**config.mk**
```make
export PLATFORM = sky130hd
export DESIGN_NAME = flow_key_hash_feeder
export DESIGN_NICKNAME = d
export VERILOG_FILES = /design/src/rtl/flow_key_hash_feeder.sv
export SDC_FILE = /design/constraint.sdc
export NUM_CORES = 1
export LEC_CHECK = 0
export CAP_MARGIN = 20
export CORE_ASPECT_RATIO = 1.2
export CORE_UTILIZATION = 52
export CTS_CLUSTER_SIZE = 10
export DETAILED_ROUTE_END_ITERATION = 10
export GPL_TIMING_DRIVEN = 0
export PLACE_DENSITY_LB_ADDON = 0.12
export RECOVER_POWER = 50
export SETUP_SLACK_MARGIN = 0.02
export SYNTH_ARGS = -nofsm -noshare
export SYNTH_HDL_FRONTEND = slang
export SYNTH_SLANG_ARGS = --single-unit
```
**constraint.sdc**
```tcl
create_clock -name clk -period 4.21 [get_ports clk]
set_input_delay 0.421 -clock clk [delete_from_list [all_inputs] [get_ports clk]]
set_output_delay 0.421 -clock clk [all_outputs]
set_load 0.02 [all_outputs]
```
**src/rtl/flow_key_hash_feeder.sv**
```systemverilog
// -----------------------------------------------------------------------------
// flow_key_hash_feeder
//
// Upstream stage of simple_hash. Accepts a flow key over a valid/ready
// handshake, presents it to the combinational simple_hash one
// WORD_WIDTH-bit slice per cycle (word 0 = LSBs, last word zero-padded),
// and folds the returned results into a single RESULT_WIDTH-bit flow hash:
//   acc <= rotl1(acc) ^ hash_result
// The folded hash is then offered downstream over a valid/ready handshake.
//
// Ports:
//   clk             rising-edge clock
//   reset_n         synchronous active-low reset
//   key_in          flow key (KEY_WIDTH)
//   key_valid       key_in is valid
//   key_ready       block accepts a key this cycle (high in IDLE)
//   hash_word       word driven to simple_hash data_in (0 outside FEED)
//   hash_word_valid hash_word is meaningful (high only in FEED)
//   hash_result     simple_hash data_out, combinational from hash_word
//   out_hash        folded flow hash, held until overwritten by the next key
//   out_valid       out_hash is valid
//   out_ready       downstream accepts out_hash
// -----------------------------------------------------------------------------
`ifndef HASH_WORD_WIDTH
`define HASH_WORD_WIDTH 32
`endif
`ifndef HASH_RESULT_WIDTH
`define HASH_RESULT_WIDTH 16
`endif

module flow_key_hash_feeder #(
  parameter int KEY_WIDTH    = 104,
  parameter int WORD_WIDTH   = `HASH_WORD_WIDTH,
  parameter int RESULT_WIDTH = `HASH_RESULT_WIDTH
) (
  input  logic                    clk,
  input  logic                    reset_n,
  input  logic [KEY_WIDTH-1:0]    key_in,
  input  logic                    key_valid,
  output logic                    key_ready,
  output logic [WORD_WIDTH-1:0]   hash_word,
  output logic                    hash_word_valid,
  input  logic [RESULT_WIDTH-1:0] hash_result,
  output logic [RESULT_WIDTH-1:0] out_hash,
  output logic                    out_valid,
  input  logic                    out_ready
);

  localparam int NWORDS   = (KEY_WIDTH + WORD_WIDTH - 1) / WORD_WIDTH;
  localparam int IDX_W    = (NWORDS > 1) ? $clog2(NWORDS) : 1;
  localparam int PADDED_W = NWORDS * WORD_WIDTH;

  typedef enum logic [1:0] {
    IDLE = 2'd0,
    FEED = 2'd1,
    DONE = 2'd2
  } state_t;

  state_t                  state_q, state_d;
  logic [PADDED_W-1:0]     key_q;
  logic [PADDED_W-1:0]     key_pad;
  logic [IDX_W-1:0]        index_q;
  logic [RESULT_WIDTH-1:0] acc_q;
  logic [RESULT_WIDTH-1:0] fold;
  logic                    last_word;
  logic [WORD_WIDTH-1:0]   words [NWORDS];

  // Zero-extend the key to a whole number of words so the final slice
  // carries zeros above bit KEY_WIDTH-1 (no-op when widths divide evenly).
  always_comb begin
    key_pad                = '0;
    key_pad[KEY_WIDTH-1:0] = key_in;
  end

  for (genvar i = 0; i < NWORDS; i++) begin : g_slice
    assign words[i] = key_q[i*WORD_WIDTH +: WORD_WIDTH];
  end

  assign last_word = (index_q == IDX_W'(NWORDS - 1));
  // Fold step: rotate left by one within RESULT_WIDTH, then XOR in the result.
  assign fold = {acc_q[RESULT_WIDTH-2:0], acc_q[RESULT_WIDTH-1]} ^ hash_result;

  // State register.
  always_ff @(posedge clk) begin
    // NOTE: sequential state uses non-blocking assignments so every register
    // samples pre-edge values, independent of statement order.
    if (!reset_n) state_q <= IDLE;
    else          state_q <= state_d;
  end

  // Next-state and Moore outputs.
  always_comb begin
    // NOTE: every output gets a default before the case so no path leaves a
    // signal unassigned, which would infer a latch.
    state_d         = state_q;
    key_ready       = 1'b0;
    hash_word_valid = 1'b0;
    hash_word       = '0;
    unique case (state_q)
      IDLE: begin
        key_ready = 1'b1;
        if (key_valid) state_d = FEED;
      end
      FEED: begin
        hash_word_valid = 1'b1;
        hash_word       = words[index_q];
        if (last_word) state_d = DONE;
      end
      DONE: begin
        if (out_ready) state_d = IDLE;
      end
      default: state_d = IDLE;
    endcase
  end

  // Datapath: key register, word index, accumulator and output register.
  always_ff @(posedge clk) begin
    if (!reset_n) begin
      key_q     <= '0;
      index_q   <= '0;
      acc_q     <= '0;
      out_hash  <= '0;
      out_valid <= 1'b0;
    end else begin
      unique case (state_q)
        IDLE: begin
          if (key_valid) begin
            key_q   <= key_pad;
            index_q <= '0;
            acc_q   <= '0;
          end
        end
        FEED: begin
          acc_q   <= fold;
          index_q <= index_q + IDX_W'(1);
          if (last_word) begin
            out_hash  <= fold;
            out_valid <= 1'b1;
          end
        end
        DONE: begin
          // out_hash is deliberately left untouched after the handshake.
          if (out_ready) out_valid <= 1'b0;
        end
        default: out_valid <= 1'b0;
      endcase
    end
  end

endmodule

```
==> results.cfg, run 1 <==
[clocking]
clock_latency_ns = 0.42
cts_hold_buffers = 0
clk_pin_slew_worst_paths_ns = 0.06
cts_tree = done
clock_path_buffers = 2
cts-resized-gates = 0
cts_buffers = 17
postCtsSetupRepairBufs = 0
cts_num_sinks = 141
htreeDepth = 4
cts-root-buf = clkbuf_16

[power_and_ir_drop]
power_w = 0.003459
leakagePower_nw = 3.189
ir_drop_v = 0.0002920
powerDensity_nw_per_um2 = 401.0

[place]
io_buffer_count = 173
gp_congestion = 0.9488
dp_hpwl_um = 14130
place_area_um2 = 8068

[sta]
min_period_over_period = 0.8119
fin_crit_ns = 3.418
max_freq_ghz = 0.2926
tightest_slew_ns = 1.292
rsz0062_at_grt = false
max_slew_margin = 0.1367
drv_slew = 0
setup_viol = 0
hold_violations = 0
tns_ns = 0
skew_ns = 0.007515

[logic_synthesis]
yosys.area_share.adder = 0.002038
async_reset_ff_frac = 0
syn_area_um2 = 6140
synth_edf_count = 0
synthCells = 738
synthDistinctLibCells = 29
ys.flop_type = dfxtp_1
synth.area.top_cells = dfxtp_1 46%, nand3_1 8.6%, nand2_1 7.4%, o21ai_0 7.3%, a211oi_1 5.9%
syn-num-nets = 863
muxShareOfSynthArea = 0.02772
yosys-top-cells-count = 141 x dfxtp_1, 121 x nand2_1, 105 x nand3_1
synth_top_area_frac = 0.4598
yosysMostFrequentCell = dfxtp_1
synth_top_family_by_area = simple AND/OR/NAND/NOR gates
ys_seq_area_frac = 0.4598
synth-simple-area-share = 0.2213
synth_compound_area_frac = 0.2071
yosys_warnings = 0
yosysTopAreaCell = dfxtp_1
synthXorXnorAreaFrac = 0.02282
synth-seq-cells = 141
syn_avg_cell_area_um2 = 8.319

[global_routing]
antenna_found_initial = 0
grt_max_degree = 17
gr-usage-all-layers = 0.3130
busiest_layer = met2
grt_use_met1 = 0.3359
grt_pass1_vias = 6093
gr-usage-met3 = 0.09793
grt_first_pass_wirelength_um = 29100
met2_usage = 0.5344
grt-ovfl-total = 0

[floorplan]
die_h_um = 121.0
initial_utilization = 0.5333
die-width_um = 101.2
dieArea_um2 = 12250
fp-row-count = 43
io_pins = 175
design.core.area_um2 = 11510

[min_path]
whs_path_depth = 2
hold_path_class = reg2reg

[critical_path]
cp_data_arrival_time_ns = 3.76
reg2regPathDepth = 7
required_ns = 4.55
crit_fanout = 10
setup.worst_path.class = in2reg
cp-start-kind = primary input
end_kind = flip-flop

[drt]
drt_iter0_drc = 424
wirelength_um = 18990
drt-wirelength-per-cell_um = 17.28
vias_per_cell = 5.655
drc = 0
vias = 6215
dr.pass1.iters = 5
route.antenna.remaining_nets = 0

[final_layout]
area_growth_pct = 40.49
n_antenna_cell = 0
stdcell_area_um2 = 8626
fill_cells = 905
drive_above_1_share = 0.04883
finalNetCount = 1055

[job]
cap_viol_max_count = 0

[status]
status = complete, no violations
final timing paths:
path / startpoint / slack, ns / to
worst max-delay path: key_valid / 0.79 / key_q[102]$_SDFFE_PN0P_
worst min register to register: key_q[12]$_SDFFE_PN0P_ / 0.46 / key_q[12]$_SDFFE_PN0P_
worst min-delay path: key_q[12]$_SDFFE_PN0P_ / 0.46 / key_q[12]$_SDFFE_PN0P_
worst max register to register: state_q[1]$_SDFFE_PN0P_ / 0.81 / key_q[102]$_SDFFE_PN0P_
metrics by stage:
stage               utilization  setup WS [ns]  cells  hold WS [ns]
global placement         0.7007          1.668   1068        0.4407
CTS                      0.7536          1.193   1099        0.4533
finish                   0.7492         0.7919   1099        0.4556
global route             0.7492         0.6836   1099        0.4682
detailed placement       0.7007          1.642   1068        0.4460
floorplan                     -          2.243    738        0.4281
cell usage in the layout, fill, tap and decap left out, types with 2 or more instances in the layout:
master	Yosys	final
clkbuf_1	47	63
o21ai_1	16	16
bufinv_16	0	3
buf_2	23	12
clkdlybuf4s50_1	0	159
clkinvlp_4	0	4
nand2_1	121	121
o21ai_0	89	89
xnor2_1	16	16
clkinv_2	0	2
mux2i_1	17	17
a21oi_1	2	2
nor2b_1	25	25
clkbuf_16	0	17
dlygate4sd3_1	0	14
nor2_1	5	5
a211oi_1	48	48
o211a_1	16	16
nand2b_1	27	27
nand3_1	105	105
o22ai_1	8	8
o2bb2ai_1	16	16
dfxtp_1	141	141
clkbuf_8	0	3
worst max-delay path: stages:
cell,delay (ns)
clkdlybuf4s50_1,0.50
nor3b_1,1.04
clkbuf_1,0.60
clkbuf_1,0.50
clkbuf_1,0.43
nand3_1,0.14
o21ai_1,0.11
logic make-up after synthesis:
kind of cell	Yosys count
simple gates	286
mux	17
compound gates	198
fa+ha+maj	1
buf+inv	79
xor+xnor	16
flops	141
state kept, by name, indices dropped and copies added, names as in the netlist:
signal     cells
state_q        2
key_q        104
index_q        2
acc_q         16
out_valid      1
out_hash      16
routing by layer:
metal | routed length [µm] | up-vias
li1 | - | 2974
met3 | 1723 | 69
met1 | 7016 | 2879
met5 | 0 | -
met2 | 9400 | 293
met4 | 852 | 0
cell type report:
cell class	count	area, µm²	share of cell area
Buffer	77	316.6	0.03670
Clock buffer	21	470.5	0.05454
Clock inverter	10	138.9	0.01610
Inverter	2	7.507	0.0008703
Multi-Input combinational cell	518	2942	0.3410
Sequential cell	141	2823	0.3272
Tap cell	157	196.4	0.02277
Timing Repair Buffer	173	1732	0.2008
report_power, final:
part | switching [W] | total [W] | internal (W)
clock | 0.000564 | 0.00154 | 0.000974
sequential | 0.0000413 | 0.00145 | 0.00141
combinational | 0.000248 | 0.000473 | 0.000225
(Power assumes the default switching activity.)
==> run 2: changes to the inputs <==
- CORE_UTILIZATION: 52 -> 43
- clock period: 4.21 -> 2.7 ns (I/O delays scaled with it)
==> results.cfg, run 2 (same netlist as run 1, synthesis figures left out) <==
[floorplan]
dieArea_um2 = 14760
design.core.area_um2 = 13880
initial_utilization = 0.4424
fp-row-count = 47
io_pins = 175
die_h_um = 132.9
die-width_um = 111.1

[power_and_ir_drop]
powerDensity_nw_per_um2 = 611.7
leakagePower_nw = 3.425
ir_drop_v = 0.0004102

[place]
gp_congestion = 0.8717
io_buffer_count = 173
dp_hpwl_um = 14720
dp.cells = 1082

[clocking]
cts_num_sinks = 141
cts_buffers = 17
clock_latency_ns = 0.42
clock_path_buffers = 2
htreeDepth = 4
cts-root-buf = clkbuf_16
postCtsSetupRepairBufs = 0
clk_pin_slew_worst_paths_ns = 0.06
cts_tree = done

[critical_path]
critPathLaunch = state_q[0]$_SDFFE_PN0P_
cp_data_arrival_time_ns = 2.93
required_ns = 3.04
reg2reg_from = state_q[0]$_SDFFE_PN0P_
cp-start-kind = flip-flop
setup.worst_path.class = reg2reg
crit_fanout = 10
r2r_slack_ns = 0.11
r2r_end = key_q[40]$_SDFFE_PN0P_
end_kind = flip-flop
reg2regPathDepth = 6
endpoint = key_q[40]$_SDFFE_PN0P_

[sta]
hold_violations = 0
rsz0062_at_grt = false
tightest_slew_ns = 1.469
drv_slew = 0
tns_ns = 0
fin_crit_ns = 2.589
min_period_over_period = 0.9590
setup_viol = 0
max_slew_margin = 0.01832
max_freq_ghz = 0.3862
skew_ns = 0.006823

[drt]
route.antenna.remaining_nets = 0
vias_per_cell = 5.487
drt-wirelength-per-cell_um = 17.39
wirelength_um = 19340
drc = 24
dr.pass1.iters = 8
drt_iter0_drc = 329
vias = 6102

[global_routing]
antenna_found_initial = 0
grt_first_pass_wirelength_um = 30570
gr-usage-all-layers = 0.2672
grt_pass1_vias = 6162
grt-ovfl-total = 0
grt_max_degree = 17

[final_layout]
area_growth_pct = 40.62
mostFrequentLayoutCell = dfxtp_1
top_register = key_q
largest_registers = key_q (104), acc_q (16), out_hash (16)
drive_above_1_share = 0.06270
n_antenna_cell = 0
instances_no_fill = 1112
largest_reg_flops = 104
final_cell_mix = 141 x dfxtp_1, 126 x clkdlybuf4s50_1, 121 x nand2_1, 105 x nand3_1, 89 x o21ai_0
finalNetCount = 1055

[min_path]
hold_path_class = in2reg

[job]
cap_viol_max_count = 0

[status]
violations = DRC
status = finished with violations
==> run 2: cell count changes in the layout (fill, tap and decap cells not counted), sizes merged <==
cell           previous run  this run
clkinvlp                  4         1
clkdlybuf4s50           159       126
bufinv                    3         2
clkinv                    3         4
dlygate4sd3              14        17
dlygate4sd2               0        27
buf                      14        21
dlymetal6s2s              0         3
clkbuf                   84        79
==> run 2: metal layers <==
layer	share of wire	global-route usage	up-vias
met5	0	0	-
met4	0.031	0.1276	0
met3	0.077	0.07284	39
met2	0.50	0.4902	227
met1	0.39	0.2823	2868
li1	-	-	2968
==> run 2: worst min path at each step <==
stage,startpoint,cells after the start,end
final,key_in[102],3,key_q[102]$_SDFFE_PN0P_
after global routing,key_in[102],3,key_q[102]$_SDFFE_PN0P_
after CTS,key_in[102],3,key_q[102]$_SDFFE_PN0P_
after detailed placement,key_q[100]$_SDFFE_PN0P_,2,key_q[100]$_SDFFE_PN0P_
after global placement,key_q[93]$_SDFFE_PN0P_,2,key_q[93]$_SDFFE_PN0P_
after floorplan,key_in[0],2,key_q[0]$_SDFFE_PN0P_
==> run 2: timing repair <==
item / 4_1_cts / 5_1_grt
gates resized for setup: 34 / 4
hold buffers: 0 / 0
setup endpoints to repair: 32 / 4
==> run 2: power by group <==
part | switching [W] | total [W] | internal [W]
Clock | 0.000853 | 0.00229 | 0.00144
Combinational | 0.000382 | 0.000731 | 0.000348
Sequential | 0.0000621 | 0.00226 | 0.00219
Total | 0.00130 | 0.00528 | 0.00398
==> run 2: cell type report <==
cell class	instances	area, µm²
Clock buffer	23	488.0
Timing Repair Buffer	173	1705
Inverter	2	7.507
Fill cell	1211	5245
Clock inverter	7	87.58
Multi-Input combinational cell	518	2945
Sequential cell	141	2823
Buffer	77	362.8
Tap cell	171	214.0
==> run 2: metrics by stage <==
step | setup WS, ns | cell area, µm² | hold slack [ns] | utilization | total power, W
6_report | 0.1106 | 8633 | 0.4100 | 0.6221 | 0.005281
5_1_grt | 0.01535 | 8633 | 0.4168 | 0.6221 | 0.005461
3_3_place_gp | 0.2761 | 8085 | 0.4413 | 0.5826 | 0.003017
4_1_cts | 0.02279 | 8642 | 0.3980 | 0.6227 | 0.005304
3_5_place_dp | 0.2484 | 8085 | 0.4477 | 0.5826 | 0.003037
2_1_floorplan | 0.8845 | 6140 | 0.4004 | - | 0.002666
==> run 2: worst max-delay path, cell delays in order, from the launching register on <==
cell and delay [ns]:
dfxtp_1 0.30, buf_4 0.16, nor3b_1 1.15, buf_6 0.29, clkbuf_1 0.36, nand3_1 0.15, o21ai_0 0.10
==> variant 1 (flow settings as in run 2) <==
The macro `HASH_RESULT_WIDTH` goes from 16 to 32.
--- a/src/rtl/flow_key_hash_feeder.sv
+++ b/src/rtl/flow_key_hash_feeder.sv
@@ -25,7 +25,7 @@
 `define HASH_WORD_WIDTH 32
 `endif
 `ifndef HASH_RESULT_WIDTH
-`define HASH_RESULT_WIDTH 16
+`define HASH_RESULT_WIDTH 32
 `endif
 
 module flow_key_hash_feeder #(
Ports: changed (resized hash_result and out_hash); port bits go from 175 to 207. The function was not compared with the original's and may differ.
==> variant 1 against run 2 <==
Core utilization increased by 0.13 points. Power increased by 15%. Sequential power rose by 22%. Sequential cell count increased by 32. Wire length grew 14%. Global-route usage decreased by 1.3 points. Critical path depth decreased by 1. Setup slack improved by 0.036 ns. Area after synthesis up 19%. Design area is 19% higher. Critical path type is now reg2out. Critical endpoint is now hash_word[31]. Highest routed layer unchanged.
==> variant 1: results (changes against run 2) <==
status: "completed"
clk_latency_ns: 0.42  # about the same
met2_length_mm: 10.62  # +9.6%
dp_slack_ns: 0.08826  # -0.1601 ns
synth_cell_types: 30  # +3.4%
dr_wl_met3_mm: 1.528  # +3.0%
gr-usage-all-layers: 0.2544  # -0.01284
nets: 1208  # +15%
hpwl_mm: 16.21  # +10%
port_buffers: 206  # +19%
cts_max_level: 4  # unchanged
cts-root-buf: "clkbuf_16"
drtPass1Iterations: 5  # -3
dr.first_iter.drc_count: 407  # +24%
ys_seq_area_frac: 0.4734  # +0.01365
routed.top_layer: "met4"
synthTopCellsByCount: "dfxtp_1 (173), nand2_1 (137), nand3_1 (105), o21ai_0 (89)"
worst_pin_slew_ns: 0.6236  # -0.8457 ns
skew_ns: 0.004749  # -0.002075 ns
drt-met1-wl_mm: 9.325  # +23%
vias_per_cell: 5.303  # -3.4%
synth_warnings: 0  # unchanged
syn_nets: 983  # +14%
hold_path.class: "in2reg"
wl_mm: 21.96  # +14%
grt_pass1_wl_mm: 33.91  # +11%
worst_ep_arrival_time_ns: 2.28  # -0.65 ns
gp_congestion: 0.8335  # -4.4%
critical-path-max-stage-delay_ns: 0.67  # -0.48 ns
cell_internal_pwr_mw: 4.606  # +16%
synth-async-reset-ratio: 0  # unchanged
critPathSlowestCell: "clkdlybuf4s50_1"
postPlaceCellArea_mm2: 0.009643  # +19%
grt_pass1_vias: 6576  # +6.7%
syn_avg_cell_area_um2: 8.689  # +4.4%
top_regs: "key_q: 104 flops, acc_q: 32 flops, out_hash: 32 flops"
cp_max_fo: 10  # unchanged
antenna_found_initial: 0  # unchanged
postCtsSetupBuffers: 0  # unchanged
ir_worst_vdd_v: 0.0004238  # +3.3%
remaining_drc_errors: 0  # -100%
cts-buffers-inserted: 17  # unchanged
drive_gt1_frac: 0.06574  # +0.003041
stdcell_count: 1292  # +16%
yosys-top-cells-area: "dfxtp_1 (47%), nand3_1 (7.2%), nand2_1 (7.0%), o21ai_0 (6.1%), a211oi_1 (4.9%)"
power.leakage_nw: 4.270  # +25%
path_delay_family: "buffers and inverters"
synth_ff_type: "dfxtp_1"
## variant 1: cell count changes in the layout (fill, tap and decap cells not counted), moves of 15 or more
cell | before | now
o211a_1 | 16 | 32
o2bb2ai_1 | 16 | 32
dlygate4sd3_1 | 17 | 34
dfxtp_1 | 141 | 173
xnor2_1 | 16 | 32
nand2_1 | 121 | 137
clkdlybuf4s50_1 | 126 | 141
## variant 1: cells by family after synthesis
logic type,count (synthesis),share of synthesized area
AO/OA/AOI/OAI,230,0.2148
buffers and inverters,87,0.05455
XOR/XNOR,32,0.03831
multiplexers,17,0.02326
adder cells (fa/ha/maj),1,0.001710
AND/OR/NAND/NOR,302,0.1939
flip-flops,173,0.4734
## variant 1: stage by stage
stage	power, mW	util
after floorplan	3.218	-
after global placement	3.617	0.5857
after detailed placement	3.626	0.5857
after CTS	6.137	0.6221
after global routing	6.320	0.6233
final	6.098	0.6233
## variant 1: routing by layer
layer | track usage | vias up
met4 | 0.09032 | 0
met5 | 0 | -
met1 | 0.3018 | 3212
met3 | 0.07445 | 34
met2 | 0.4358 | 192
li1 | - | 3414
## variant 1: cell type report
class,instances,area [um^2]
Fill cell,1492,6201
Sequential cell,173,3463
Multi-Input combinational cell,582,3458
Timing Repair Buffer,206,2048
Clock buffer,22,474.2
Buffer,85,407.9
Tap cell,212,265.3
Clock inverter,10,137.6
Inverter,2,7.507
## variant 1: timing repair
item | in CTS | in global routing
endpoints found under the setup margin | 32 | 12
pin swaps | 0 | 0
gates resized for setup | 36 | 10
hold buffers | 0 | 0
gates cloned | 0 | 0
## variant 1: worst paths after layout
check	slack (ns)	from	cells past startpoint	end
hold / removal	0.40	key_in[92]	3	key_q[92]$_SDFFE_PN0P_
hold reg to reg	0.45	key_q[94]$_SDFFE_PN0P_	2	key_q[94]$_SDFFE_PN0P_
setup / recovery	0.15	index_q[0]$_SDFFE_PN0P_	5	hash_word[31]
setup reg to reg	0.94	state_q[1]$_SDFFE_PN0P_	6	key_q[46]$_SDFFE_PN0P_
## variant 1: worst register-to-register path, stage by stage, from the launching register on
cell,delay (ns)
dfxtp_1,0.29
buf_2,0.16
nor3b_4,0.48
buf_6,0.22
buf_2,0.26
nand3_1,0.13
o21ai_0,0.13
## variant 1: power groups by stage
stage	sequential [mW]	clock (mW)	combinational, mW
6_report	2.75	2.53	0.816
5_1_grt	2.76	2.67	0.888
4_1_cts	2.75	2.57	0.821
3_5_place_dp	2.80	0	0.822
3_3_place_gp	2.80	0	0.816
2_1_floorplan	2.79	0	0.430
==> variant 2 (flow settings as in run 2) <==
Without the edit above. Add an input register stage for `key_in` and `key_valid`; this delays them by one clock. The other inputs are not delayed to match.
--- a/src/rtl/flow_key_hash_feeder.sv
+++ b/src/rtl/flow_key_hash_feeder.sv
@@ -56,6 +56,14 @@
     DONE = 2'd2
   } state_t;
 
+  logic [KEY_WIDTH-1:0] key_r;
+  logic key_valid_q;
+
+  always_ff @(posedge clk) begin
+    key_r       <= key_in;
+    key_valid_q <= key_valid;
+  end
+
   state_t                  state_q, state_d;
   logic [PADDED_W-1:0]     key_q;
   logic [PADDED_W-1:0]     key_pad;
@@ -69,7 +77,7 @@
   // carries zeros above bit KEY_WIDTH-1 (no-op when widths divide evenly).
   always_comb begin
     key_pad                = '0;
-    key_pad[KEY_WIDTH-1:0] = key_in;
+    key_pad[KEY_WIDTH-1:0] = key_r;
   end
 
   for (genvar i = 0; i < NWORDS; i++) begin : g_slice
@@ -99,7 +107,7 @@
     unique case (state_q)
       IDLE: begin
         key_ready = 1'b1;
-        if (key_valid) state_d = FEED;
+        if (key_valid_q) state_d = FEED;
       end
       FEED: begin
         hash_word_valid = 1'b1;
@@ -124,7 +132,7 @@
     end else begin
       unique case (state_q)
         IDLE: begin
-          if (key_valid) begin
+          if (key_valid_q) begin
             key_q   <= key_pad;
             index_q <= '0;
             acc_q   <= '0;
Check against the original RTL: not equivalent (Yosys sat finds a counterexample within 4 cycles, from zero or initial values and one cycle with reset_n low).
==> variant 2 against run 2 <==
Sequential cell count grew 105. Area after synthesis grew 34%. First-iteration DRC count grew 9.1%. Setup slack lost 0.071 ns. Wire length grew 11%. Sequential share of layout area grew 12 points. Design area grew 28%. Global-route usage shrank 5.1 points. Critical path depth shrank 1. Power grew 48%. Largest cell class is now flip-flops and latches.
==> variant 2: results (changes against run 2) <==
grt_pass1_wl_mm: 33.18  # +8.5%
syn_nets: 967  # +12%
antenna_found_initial: 0  # unchanged
cts.clk_slew.worst_paths_ns: 0.06  # about the same
cts_max_path_buffers: 3  # +1
stdcell_count: 1302  # +17%
cp_max_fo: 10  # unchanged
postPlaceCellArea_mm2: 0.01029  # +27%
ys_seq_area_frac: 0.5975  # +0.1378
top_regs: "key_q: 104 flops, key_r: 104 flops"
cts-buffers-inserted: 28  # +11
dp_slack_ns: 0.1182  # -0.1301 ns
drive_gt1_frac: 0.08413  # +0.02143
post_drt_wl_per_cell_um: 16.47  # -5.3%
synth_cells: 842  # +14%
synthTopCellsByCount: "dfxtp_1 (246), nand2_1 (121), nand3_1 (104), o21ai_0 (89), a211oi_1 (48)"
r2r-start: "state_q[0]$_SDFFE_PN0P_"
drtPass1Iterations: 5  # -3
slew_headroom: 0.5447  # +0.5264
hold_path.class: "in2reg"
critPathSlowestCell: "clkbuf_1"
hpwl_mm: 15.72  # +6.8%
gp_congestion: 0.8682  # -0.40%
critical-path-max-stage-delay_ns: 0.47  # -0.68 ns
cts-root-buf: "clkbuf_16"
gr-usage-all-layers: 0.2165  # -0.05068
yosys-top-cells-area: "dfxtp_1 (60%), nand3_1 (6.3%), nand2_1 (5.5%), o21ai_0 (5.4%), a211oi_1 (4.4%)"
cts_max_level: 1  # -3
grt_start_max_net_pins: 15  # -2
fillers: 1700  # +40%
worst_ep_arrival_time_ns: 2.39  # -0.54 ns
cp-startpoint: "index_q[1]$_SDFFE_PN0P_"
grt_pass1_vias: 6417  # +4.1%
synth_warnings: 0  # unchanged
dr.first_iter.drc_count: 359  # +9.1%
vias_per_cell: 5.058  # -7.8%
port_buffers: 173  # unchanged
synth_edf_count: 0  # unchanged
nets: 1169  # +11%
power.leakage_nw: 4.279  # +25%
synth-async-reset-ratio: 0  # unchanged
clk_latency_ns: 0.53  # +0.11 ns
status: "completed"
skew_ns: 0.008124  # +0.001301 ns
ir_worst_vdd_v: 0.0005387  # +31%
min-delay-start: "key_in[91]"
diodes: 0  # unchanged
antenna_left: 0  # unchanged
synth_cell_types: 31  # +6.9%
variant 2: cell types whose count changed after synthesis, sizes merged:
cell / run 2 / this run
dfxtp: 141 / 246
buf: 29 / 30
clkbuf: 48 / 47
nand2b: 27 / 26
nand3: 105 / 104
nor2: 5 / 4
nor2b: 25 / 26
nor3b: 1 / 2
variant 2: cell type report:
| cell class | instances | area [um^2] | area share |
|---|---|---|---|
| Inverter | 2 | 7.507 | 0.0006808 |
| Timing Repair Buffer | 173 | 1660 | 0.1506 |
| Tap cell | 256 | 320.3 | 0.02905 |
| Multi-Input combinational cell | 517 | 3007 | 0.2727 |
| Sequential cell | 246 | 4925 | 0.4466 |
| Buffer | 76 | 369.1 | 0.03347 |
| Clock buffer | 31 | 721.9 | 0.06547 |
| Clock inverter | 1 | 16.27 | 0.001475 |
variant 2: critical path, delay by kind of cell, from the launching register on:
family | cells | cell delay, ns
buf+inv | 3 | 1.06
compound gates | 2 | 0.47
flops | 1 | 0.33
variant 2: worst paths after layout:
check	end	cells past startpoint	slack [ns]
worst min register to register	key_q[87]$_SDFFE_PN0P_	2	0.44
worst max register to register	key_q[89]$_SDFFE_PN0P_	7	0.85
worst min-delay path	key_r[91]$_DFF_P_	1	0.28
worst max-delay path	hash_word[22]	5	0.04
variant 2: metal layers:
layer | up-vias | GRT usage | part of all wire
li1 | 3303 | - | -
met3 | 38 | 0.03410 | 0.056
met5 | - | 0 | 0
met2 | 199 | 0.3735 | 0.50
met1 | 3046 | 0.2741 | 0.42
met4 | 0 | 0.07059 | 0.026
variant 2: kinds of logic (layout without fill, tap and decap cells):
group           count (synthesis)  count (layout)  synth area share
simple gates                  285             285            0.1647
xor+xnor                       16              16           0.01700
mux                            17              17           0.02065
fa+ha+maj                       1               1          0.001518
flops                         246             246            0.5975
compound gates                198             198            0.1542
buf+inv                        79             283           0.04433
variant 2: power by group:
part	internal [mW]	switching, mW
Combinational	0.322	0.390
Sequential	3.83	0.0921
Clock	1.85	1.32
Total	6.01	1.81
variant 2: per-stage QoR:
stage / total power [mW] / hold WS [ns] / utilization
global placement: 4.731 / 0.4304 / 0.5479
detailed placement: 4.737 / 0.4333 / 0.5479
finish: 7.813 / 0.2829 / 0.5869
floorplan: 4.350 / 0.2977 / -
global route: 8.120 / 0.2676 / 0.5869
CTS: 7.905 / 0.1648 / 0.5878
variant 2: timing repair:
| item | 4_1_cts | 5_1_grt |
|---|---|---|
| setup endpoints to repair | 32 | 28 |
| hold endpoints to repair | 0 | 0 |
| setup buffers | 0 | 0 |
| resized for setup | 63 | 41 |
| cloned | 0 | 0 |
